==> src/rtl/boot_loader_pkg.sv <==
// Shared definitions for the boot loader: section targets, header field layout,
// FSM state encoding and the default memory geometry of the single-cycle MIPS core.
package boot_loader_pkg;

    localparam int DATA_W_DEF   = 32;
    localparam int RF_DEPTH_DEF = 32;
    localparam int IM_DEPTH_DEF = 64;
    localparam int DM_DEPTH_DEF = 64;

    localparam int HDR_TGT_HI = 31;
    localparam int HDR_TGT_LO = 30;
    localparam int HDR_CNT_HI = 15;
    localparam int HDR_CNT_LO = 0;
    localparam int CNT_W      = HDR_CNT_HI - HDR_CNT_LO + 1;

    typedef enum logic [1:0] {
        TGT_RF  = 2'b00,
        TGT_IM  = 2'b01,
        TGT_DM  = 2'b10,
        TGT_END = 2'b11
    } tgt_e;

    typedef enum logic [2:0] {
        ST_IDLE,
        ST_HDR,
        ST_LOAD,
        ST_DONE,
        ST_ERR
    } state_e;

    function automatic int max3(input int a, input int b, input int c);
        int m;
        m = (a > b) ? a : b;
        return (m > c) ? m : c;
    endfunction

endpackage

==> src/rtl/boot_loader_if.sv <==
// Valid/ready word stream from the host bridge into the boot loader.
interface boot_loader_if #(
    parameter int DATA_W = 32
);
    logic              s_valid;
    logic              s_ready;
    logic [DATA_W-1:0] s_data;

    modport master (output s_valid, output s_data, input s_ready);
    modport slave  (input s_valid, input s_data, output s_ready);
endinterface

==> src/rtl/boot_loader_hdr_decode.sv <==
// Combinational section-header decoder: splits a header word into target and
// word count, and flags counts that would overrun the target memory.
module boot_loader_hdr_decode
    import boot_loader_pkg::*;
#(
    parameter int RF_DEPTH = RF_DEPTH_DEF,
    parameter int IM_DEPTH = IM_DEPTH_DEF,
    parameter int DM_DEPTH = DM_DEPTH_DEF
) (
    input  logic [31:0]      hdr,
    output tgt_e             target,
    output logic [CNT_W-1:0] count,
    output logic             legal
);

    logic unused_hdr_bits;
    assign unused_hdr_bits = ^hdr[HDR_TGT_LO-1:HDR_CNT_HI+1];

    // An END header carries no payload, so its count field is never checked.
    always_comb begin
        target = tgt_e'(hdr[HDR_TGT_HI:HDR_TGT_LO]);
        count  = hdr[HDR_CNT_HI:HDR_CNT_LO];
        legal  = 1'b1;
        case (target)
            TGT_RF:  legal = (count <= CNT_W'(RF_DEPTH));
            TGT_IM:  legal = (count <= CNT_W'(IM_DEPTH));
            TGT_DM:  legal = (count <= CNT_W'(DM_DEPTH));
            TGT_END: legal = 1'b1;
        endcase
    end

endmodule

==> src/rtl/boot_loader.sv <==
// Streams section headers and payload words into the register bank, instruction
// and data memories, and keeps the CPU stalled until an END header arrives.
module boot_loader
    import boot_loader_pkg::*;
#(
    parameter int DATA_W   = DATA_W_DEF,
    parameter int RF_DEPTH = RF_DEPTH_DEF,
    parameter int IM_DEPTH = IM_DEPTH_DEF,
    parameter int DM_DEPTH = DM_DEPTH_DEF,
    parameter int ADDR_W   = $clog2(max3(RF_DEPTH, IM_DEPTH, DM_DEPTH))
) (
    input  logic              clk_CPU,
    input  logic              rst_CPU,
    input  logic              start,
    boot_loader_if.slave      stream,
    output logic [ADDR_W-1:0] wr_addr,
    output logic [DATA_W-1:0] wr_data,
    output logic              rf_we,
    output logic              im_we,
    output logic              dm_we,
    output logic              busy,
    output logic              cpu_run,
    output logic              err
);

    state_e            state;
    state_e            state_nxt;
    tgt_e              tgt_q;
    logic [CNT_W-1:0]  cnt_q;
    logic [ADDR_W-1:0] addr_q;

    tgt_e              hdr_tgt;
    logic [CNT_W-1:0]  hdr_cnt;
    logic              hdr_legal;
    logic              beat;
    logic              last_beat;
    logic              load_hdr;

    boot_loader_hdr_decode #(
        .RF_DEPTH (RF_DEPTH),
        .IM_DEPTH (IM_DEPTH),
        .DM_DEPTH (DM_DEPTH)
    ) u_hdr_decode (
        .hdr    (stream.s_data[31:0]),
        .target (hdr_tgt),
        .count  (hdr_cnt),
        .legal  (hdr_legal)
    );

    assign beat      = stream.s_valid && stream.s_ready;
    assign last_beat = ({{(CNT_W-ADDR_W){1'b0}}, addr_q} == (cnt_q - CNT_W'(1)));
    assign load_hdr  = (state == ST_HDR) && (state_nxt == ST_LOAD);

    always_ff @(posedge clk_CPU) begin
        if (rst_CPU) begin
            state <= ST_IDLE;
        end else begin
            state <= state_nxt;
        end
    end

    // Header priority: END first, then empty sections, then the depth check.
    always_comb begin
        state_nxt = state;
        case (state)
            ST_IDLE: if (start) state_nxt = ST_HDR;
            ST_HDR: begin
                if (beat) begin
                    if (hdr_tgt == TGT_END)  state_nxt = ST_DONE;
                    else if (hdr_cnt == '0)  state_nxt = ST_HDR;
                    else if (!hdr_legal)     state_nxt = ST_ERR;
                    else                     state_nxt = ST_LOAD;
                end
            end
            ST_LOAD: if (beat && last_beat) state_nxt = ST_HDR;
            ST_DONE: if (start) state_nxt = ST_HDR;
            ST_ERR:  if (start) state_nxt = ST_HDR;
            default: state_nxt = ST_IDLE;
        endcase
    end

    always_comb begin
        stream.s_ready = (state == ST_HDR) || (state == ST_LOAD);
        busy           = (state == ST_HDR) || (state == ST_LOAD);
        cpu_run        = (state == ST_DONE);
        err            = (state == ST_ERR);
    end

    // The address counter stops at count-1 so it can never wrap past the depth.
    always_ff @(posedge clk_CPU) begin
        if (rst_CPU) begin
            tgt_q   <= TGT_RF;
            cnt_q   <= '0;
            addr_q  <= '0;
            wr_addr <= '0;
            wr_data <= '0;
            rf_we   <= 1'b0;
            im_we   <= 1'b0;
            dm_we   <= 1'b0;
        end else begin
            rf_we <= 1'b0;
            im_we <= 1'b0;
            dm_we <= 1'b0;
            if (load_hdr) begin
                tgt_q  <= hdr_tgt;
                cnt_q  <= hdr_cnt;
                addr_q <= '0;
            end
            if ((state == ST_LOAD) && beat) begin
                wr_addr <= addr_q;
                wr_data <= stream.s_data;
                rf_we   <= (tgt_q == TGT_RF);
                im_we   <= (tgt_q == TGT_IM);
                dm_we   <= (tgt_q == TGT_DM);
                if (!last_beat) begin
                    addr_q <= addr_q + ADDR_W'(1);
                end
            end
        end
    end

endmodule

==> src/flat_wrapper.sv <==
// flat-port wrapper written by rule: the top's interface ports become plain ports
module boot_loader_flat import boot_loader_pkg::*;
#(
    parameter int DATA_W   = DATA_W_DEF,
    parameter int RF_DEPTH = RF_DEPTH_DEF,
    parameter int IM_DEPTH = IM_DEPTH_DEF,
    parameter int DM_DEPTH = DM_DEPTH_DEF,
    parameter int ADDR_W   = $clog2(max3(RF_DEPTH, IM_DEPTH, DM_DEPTH))
)
  (clk_CPU, rst_CPU, start, wr_addr, wr_data, rf_we, im_we, dm_we, busy, cpu_run, err, stream_s_valid, stream_s_data, stream_s_ready);
  boot_loader_if #(.DATA_W(DATA_W)) stream_i ();
  input  logic clk_CPU;
  input  logic rst_CPU;
  input  logic start;
  output logic [ADDR_W-1:0] wr_addr;
  output logic [DATA_W-1:0] wr_data;
  output logic rf_we;
  output logic im_we;
  output logic dm_we;
  output logic busy;
  output logic cpu_run;
  output logic err;
  input wire logic [$bits(stream_i.s_valid)-1:0] stream_s_valid;
  input wire logic [$bits(stream_i.s_data)-1:0] stream_s_data;
  output wire logic [$bits(stream_i.s_ready)-1:0] stream_s_ready;
  assign stream_i.s_valid = stream_s_valid;
  assign stream_i.s_data = stream_s_data;
  assign stream_s_ready = stream_i.s_ready;
  boot_loader #(.DATA_W(DATA_W), .RF_DEPTH(RF_DEPTH), .IM_DEPTH(IM_DEPTH), .DM_DEPTH(DM_DEPTH), .ADDR_W(ADDR_W)) u_core (.clk_CPU(clk_CPU), .rst_CPU(rst_CPU), .start(start), .stream(stream_i), .wr_addr(wr_addr), .wr_data(wr_data), .rf_we(rf_we), .im_we(im_we), .dm_we(dm_we), .busy(busy), .cpu_run(cpu_run), .err(err));
endmodule
==> config.mk <==
export PLATFORM = sky130hd
export DESIGN_NAME = boot_loader_flat
export DESIGN_NICKNAME = d
export VERILOG_FILES = /design/src/rtl/boot_loader_pkg.sv /design/src/rtl/boot_loader_if.sv /design/src/rtl/boot_loader_hdr_decode.sv /design/src/rtl/boot_loader.sv /design/src/flat_wrapper.sv
export SDC_FILE = /design/constraint.sdc
export NUM_CORES = 1
export LEC_CHECK = 0
export BUFFER_PORTS_ARGS = -buffer_cell sky130_fd_sc_hd__buf_2
export CAP_MARGIN = 20
export CORE_MARGIN = 2
export CORE_UTILIZATION = 53
export DETAILED_ROUTE_END_ITERATION = 12
export HOLD_SLACK_MARGIN = 0.08
export PLACE_DENSITY = 0.8
export SYNTH_ARGS = -nofsm -noshare
export SYNTH_HDL_FRONTEND = slang
export SYNTH_SLANG_ARGS = --single-unit
==> constraint.sdc <==
create_clock -name clk_CPU -period 3 [get_ports clk_CPU]
set_input_delay 0.45 -clock clk_CPU [delete_from_list [all_inputs] [get_ports clk_CPU]]
set_output_delay 0.45 -clock clk_CPU [all_outputs]
set_load 0.01 [all_outputs]
# ---- After elaboration in Yosys (flattened, before gate mapping)
# Index checks and enable logic that the tools add are counted.
dict set report totals {
  ff_bits 68
  latchBits 0
  mem_bits_rw 0
  romBits 0
  inputBits 36
  output_inout_bits 45
  elab_cells 48
  memories 0
}
dict set report op_classes {
  n_addsub 2
  n_mul 0
  n_div 0
  magnitude_cmp 2
  eq_ne 11
  n_shift 0
  n_mux 11
  n_bitwise 1
  n_reduce_logical 12
}
# op n
set op_table {}
lappend op_table {{$mux 3} 6}
lappend op_table {{$mux 6} 3}
lappend op_table {{$eq 6x16->1} 1}
lappend op_table {{$le 16x6->1 const B} 1}
lappend op_table {{$le 16x7->1 const B} 1}
lappend op_table {{$logic_not 16->1} 1}
lappend op_table {{$sub 16x1->16 const B} 1}
lappend op_table {{$eq 3x2->1 const B} 3}
lappend op_table {{$pmux 3 s3} 1}
lappend op_table {{$add 6x1->6 const B} 1}
lappend op_table {{$eq 2x2->1 const B} 3}
lappend op_table {{$eq 2x1->1 const B} 2}
lappend op_table {{$logic_and 1x1->1} 4}
lappend op_table {{$logic_not 2->1} 2}
lappend op_table {{$reduce_or 2->1} 2}
lappend op_table {{$eq 3x1->1 const B} 1}
lappend op_table {{$eq 3x3->1 const B} 1}
lappend op_table {{$logic_not 3->1} 1}
lappend op_table {{$pmux 1 s3} 1}
lappend op_table {{$reduce_or 3->1} 1}
lappend op_table {{$logic_or 1x1->1} 1}
lappend op_table {{$not 1->1} 1}

# ---- Longest topological paths before layout
dict set report logic_depth {
  word_depth 13
  depth_mapped 11
  ltp_nobuf 9
}

# ---- Cells and area by module
# Synthesis repeated with hierarchy kept, for this count alone.
dict set report hier_totals {
  hier_cells 410
  hier_area_um2 3224.3
}
# module n_inst cells_each area_per_inst_um2 seq_area_each_um2
set modules_own_cells {}
lappend modules_own_cells {boot_loader 1 376 2965.3 1361.3}
lappend modules_own_cells {boot_loader_hdr_decode 1 34 259.0 0.0}

# ---- Worst setup path after synthesis
# No wires, ideal clock.
dict set report synth_path {
  path_kind {input-to-reg}
  from {input port stream_s_data[14]}
  to {register u_core.cnt_q[0]}
  setup_ns 0.128
  t_arrival_ns 2.349
  t_required_ns 2.872
  path_slack_ns 0.524
  path_stages 8
  n_path_buf 1
  cell_sequence {or4_1 or4_1 o21ai_0 nand2_1 nor2_4 buf_4 mux2i_1 nor2_1}
}
dict set report synth_via {
  elab_chain_cells 9
}
# element line
set synth_lines {}
lappend synth_lines {{start, declared} flat_wrapper.sv:24} ;# input wire logic [$bits(stream_i.s_data)-1:0] stream_s_data;
lappend synth_lines {{$le 16x7->1 or $le 16x6->1 (tied branches)} {boot_loader_hdr_decode.sv:26, boot_loader_hdr_decode.sv:27, boot_loader_hdr_decode.sv:25}}
lappend synth_lines {{$pmux 1 s3} boot_loader_hdr_decode.sv:24} ;# case (target)
lappend synth_lines {{$mux 3} boot_loader.sv:71} ;# else if (!hdr_legal) state_nxt = ST_ERR;
lappend synth_lines {{$mux 3 *} boot_loader.sv:70} ;# else if (hdr_cnt == '0) state_nxt = ST_HDR;
lappend synth_lines {{$mux 3 *} boot_loader.sv:69} ;# if (hdr_tgt == TGT_END) state_nxt = ST_DONE;
lappend synth_lines {{$mux 3 *} boot_loader.sv:68} ;# if (beat) begin
lappend synth_lines {{$pmux 3 s3 *} boot_loader.sv:65} ;# case (state)
lappend synth_lines {{$eq 3x2->1 *} boot_loader.sv:52} ;# assign load_hdr = (state == ST_HDR) && (state_nxt == ST_LOAD);
lappend synth_lines {{$logic_and 1x1->1 *} boot_loader.sv:52}
lappend synth_lines {{end signal, assigned} boot_loader.sv:106} ;# cnt_q <= hdr_cnt;
lappend synth_lines {{end, declared} boot_loader.sv:29} ;# logic [CNT_W-1:0] cnt_q;
# Mark *: on every way between the ends. The rest lies on a longest branch, timed or not.
# A chain may end at the register's enable or synchronous reset.

# ---- Final worst setup path
dict set report layout_path {
  from {register u_core.cnt_q[3]}
  to {register u_core.addr_q[5]}
}
dict set report layout_via {
  elab_chain_cells 10
}
# element line
set layout_lines {}
lappend layout_lines {{$sub 16x1->16 *} boot_loader.sv:51} ;# assign last_beat = ({{(CNT_W-ADDR_W){1'b0}}, addr_q} == (cnt_q - CNT_W'(1)));
lappend layout_lines {{$eq 6x16->1 *} boot_loader.sv:51}
lappend layout_lines {{$logic_and 1x1->1} boot_loader.sv:75} ;# ST_LOAD: if (beat && last_beat) state_nxt = ST_HDR;
lappend layout_lines {{$mux 3} boot_loader.sv:75}
lappend layout_lines {{$pmux 3 s3} boot_loader.sv:65}
lappend layout_lines {{$eq 3x2->1} boot_loader.sv:52}
lappend layout_lines {{$logic_and 1x1->1} boot_loader.sv:52}
lappend layout_lines {{$mux 6} boot_loader.sv:104} ;# if (load_hdr) begin
lappend layout_lines {{$mux 6} boot_loader.sv:115} ;# if (!last_beat) begin
lappend layout_lines {{$mux 6 *} boot_loader.sv:109} ;# if ((state == ST_LOAD) && beat) begin
lappend layout_lines {{end signal, assigned} boot_loader.sv:116} ;# addr_q <= addr_q + ADDR_W'(1);
lappend layout_lines {{end, declared} boot_loader.sv:30} ;# logic [ADDR_W-1:0] addr_q;
# Marks and branches as above.

==> impl_metrics.env <==
export IMPL_dpl_hpwl_mm=5.25
export IMPL_hold_viol=0
export IMPL_clk_pin_slew_ps=70
export IMPL_finalCritPeriodShare=0.879
export IMPL_die_w_microns=81.1
export IMPL_fmax_ghz=0.379
export IMPL_dp_cells=512
export IMPL_fin_cells=528
export IMPL_dieArea_sq_um=6570
export IMPL_drive_gt1_frac=0.280
export IMPL_grt_pass1_wl_mm=12.2
export IMPL_num_rows=28
export IMPL_setup_ws_ps=363
export IMPL_grtUsageMet1=0.292
export IMPL_drv_slew=0
export IMPL_synth_edff_count=0
export IMPL_clockBufferDepth=2
export IMPL_grt_antenna_before_repair=0
export IMPL_cp_buffers_inverters=0
export IMPL_outcome="completed"
export IMPL_core_area_sq_um=5820
export IMPL_grt_overflow_total=0
export IMPL_ctsHoldBuffers=0
export IMPL_regArea_sq_um=1360
export IMPL_grt_setup_unrepaired="false"
export IMPL_drt_initial_drc_count=154
export IMPL_cts_sinks=68
export IMPL_final_core_util=0.644
export IMPL_met2_usage=0.393
export IMPL_vias_per_cell=5.51
export IMPL_dr_pass1_iters=4
export IMPL_hp_start="stream_s_data[26]"
export IMPL_tns_ps=0
export IMPL_path_delay_family="simple AND/OR/NAND/NOR gates"
export IMPL_tightestPinTransition_ps=647
export IMPL_multi_input_area_sq_um=1610
export IMPL_place_congestion=0.894
export IMPL_cpMostUsedCell="or4_4"
export IMPL_vdd_drop_max_mv=0.441
export IMPL_period_needed_ps=2640
export IMPL_wl_mm=7.26
export IMPL_worst_setup_path_end_kind="flop"
export IMPL_synth_net_count=415
export IMPL_numCtsBuffers=9
export IMPL_start_util=0.542
export IMPL_track_usage=0.239
export IMPL_worst_path_max_delay_cell="or4_4"
export IMPL_r2r_start="u_core.cnt_q[3]"
export IMPL_finalSetupViolCount=0
export IMPL_root_buffer="clkbuf_8"
export IMPL_maxSlewHeadroom=0.569
export IMPL_p_leak_nw=1.53
export IMPL_path_class="reg -> reg"
export IMPL_grt_max_degree=37
export IMPL_yosys_register_bits=68
export IMPL_critical_path_max_stage_delay_ps=570
export IMPL_cp_arrival_ps=2840
export IMPL_wl_per_cell_microns=13.7
export IMPL_io_pin_count=81
export IMPL_max_cap_viol_count=0
export IMPL_ctsResizeCount=0
export IMPL_avgSynthCellArea_sq_um=8.40
export IMPL_syn_to_final_growth_pct=19.0
export IMPL_synthCells=375
export IMPL_worst_ep_required_time_ps=3200
export IMPL_worstPathMaxFanout=11
export IMPL_p_per_area_nw_per_um2=500
export IMPL_hp_class="in -> reg"
export IMPL_fin_worst_skew_ps=12.3
export IMPL_yosys_cell_types_count=61
export IMPL_cp_startpoint="u_core.cnt_q[3]"
export IMPL_whs_ps=340
export IMPL_synth_main_ff_cell="dfxtp_1"
export IMPL_layout_commonest_cell="nand2_1"
export IMPL_vias=2908
export IMPL_postCtsSetupRepairBufs=0
export IMPL_grt_pass1_vias=2723
export IMPL_seq_area_frac_synth=0.432
export IMPL_place_area_sq_um=3550
export IMPL_port_buffers=80
export IMPL_fin_nets=488
export IMPL_final_fill_count=513
export IMPL_insertion_delay_ps=350
export IMPL_synthArstFlopShare=0
export IMPL_diodes=0
export IMPL_final_cell_mix="nand2_1, buf_2, dfxtp_1"
export IMPL_start_kind="flop"
export IMPL_tritoncts="built"
export IMPL_pre_cts_ws_ps=222
export IMPL_die_h_microns=81.1
export IMPL_htree_levels=3
export IMPL_synth_warnings=0
export IMPL_drc_errors=0
export IMPL_finalPower_mw=1.87
export IMPL_final_antenna_net_count=0
export IMPL_design_area_sq_um=3750
export IMPL_cp_cell_sequence="or4_4 > or4_4 > a32oi_1 > nand4_1 > o21ai_2 > o21bai_1 > a21oi_1"
export IMPL_top_usage_layer="met2"
export IMPL_reg2reg_slack_ps=360
export IMPL_synth_area_sq_um=3150
export IMPL_use_met3=0.0656
## cell type report
class / count / area share
clock buffer: 10 / 0.0341
clock inverter: 6 / 0.0170
inverter: 7 / 0.00701
multi-input combinational: 274 / 0.431
sequential: 68 / 0.363
tap: 75 / 0.0251
timing repair buffer: 88 / 0.123
## Yosys cell counts, types with 4 or more instances
library cell,n,area [sq um]
nand3_1,8,40.0
mux2i_1,9,90.1
nand2b_1,5,31.3
nand3b_1,6,45.0
xnor2_1,4,35.0
inv_1,7,26.3
o21ai_0,5,25.0
nor2_1,16,60.1
buf_2,4,20.0
or4_1,5,37.5
dfxtp_1,68,1360
nor4_1,6,37.5
and2_1,8,50.1
ha_1,4,50.1
nand2_1,82,308
nor3_1,8,40.0
a21oi_1,47,235
clkbuf_1,14,52.6
## layer usage
layer / up-vias / wire length, microns
met5: - / 0
met4: 0 / 100
met3: 10 / 452
met2: 77 / 3510
met1: 1376 / 3190
li1: 1445 / -
## registers in the layout, indices dropped and copies added (netlist names)
name            count
u_core.dm_we        1
u_core.im_we        1
u_core.rf_we        1
u_core.tgt_q        2
u_core.wr_data     32
u_core.addr_q       6
u_core.cnt_q       16
u_core.wr_addr      6
u_core.state        3
## report_power, final
group | total (mW) | internal, mW | leakage [nW] | switching (mW)
Clock | 0.731 | 0.384 | 0.0927 | 0.348
Combinational | 0.202 | 0.0878 | 0.888 | 0.115
Sequential | 0.939 | 0.920 | 0.549 | 0.0190
## logic make-up (layout without fill, tap and decap cells)
logic type	count (synthesis)	count (layout)	share of synthesized area
buf+inv	33	111	0.0556
fa+ha+maj	4	4	0.0159
xor+xnor	7	7	0.0195
compound gates	81	81	0.170
flops	68	68	0.432
mux	9	9	0.0286
simple gates	173	173	0.279
## path summary, 6_finish.rpt
path | end | depth (start not counted)
worst max register to register | u_core.addr_q[5] | 7
worst min-delay path | u_core.wr_data[26] | 3
worst max-delay path | u_core.addr_q[5] | 7
worst min register to register | u_core.wr_data[2] | 2
## tightest hold or removal path, stage by stage
cell,delay (ps)
buf_2,100
nand2_1,40
a21oi_1,50
Note: power is estimated with default switching activity, not from simulation.
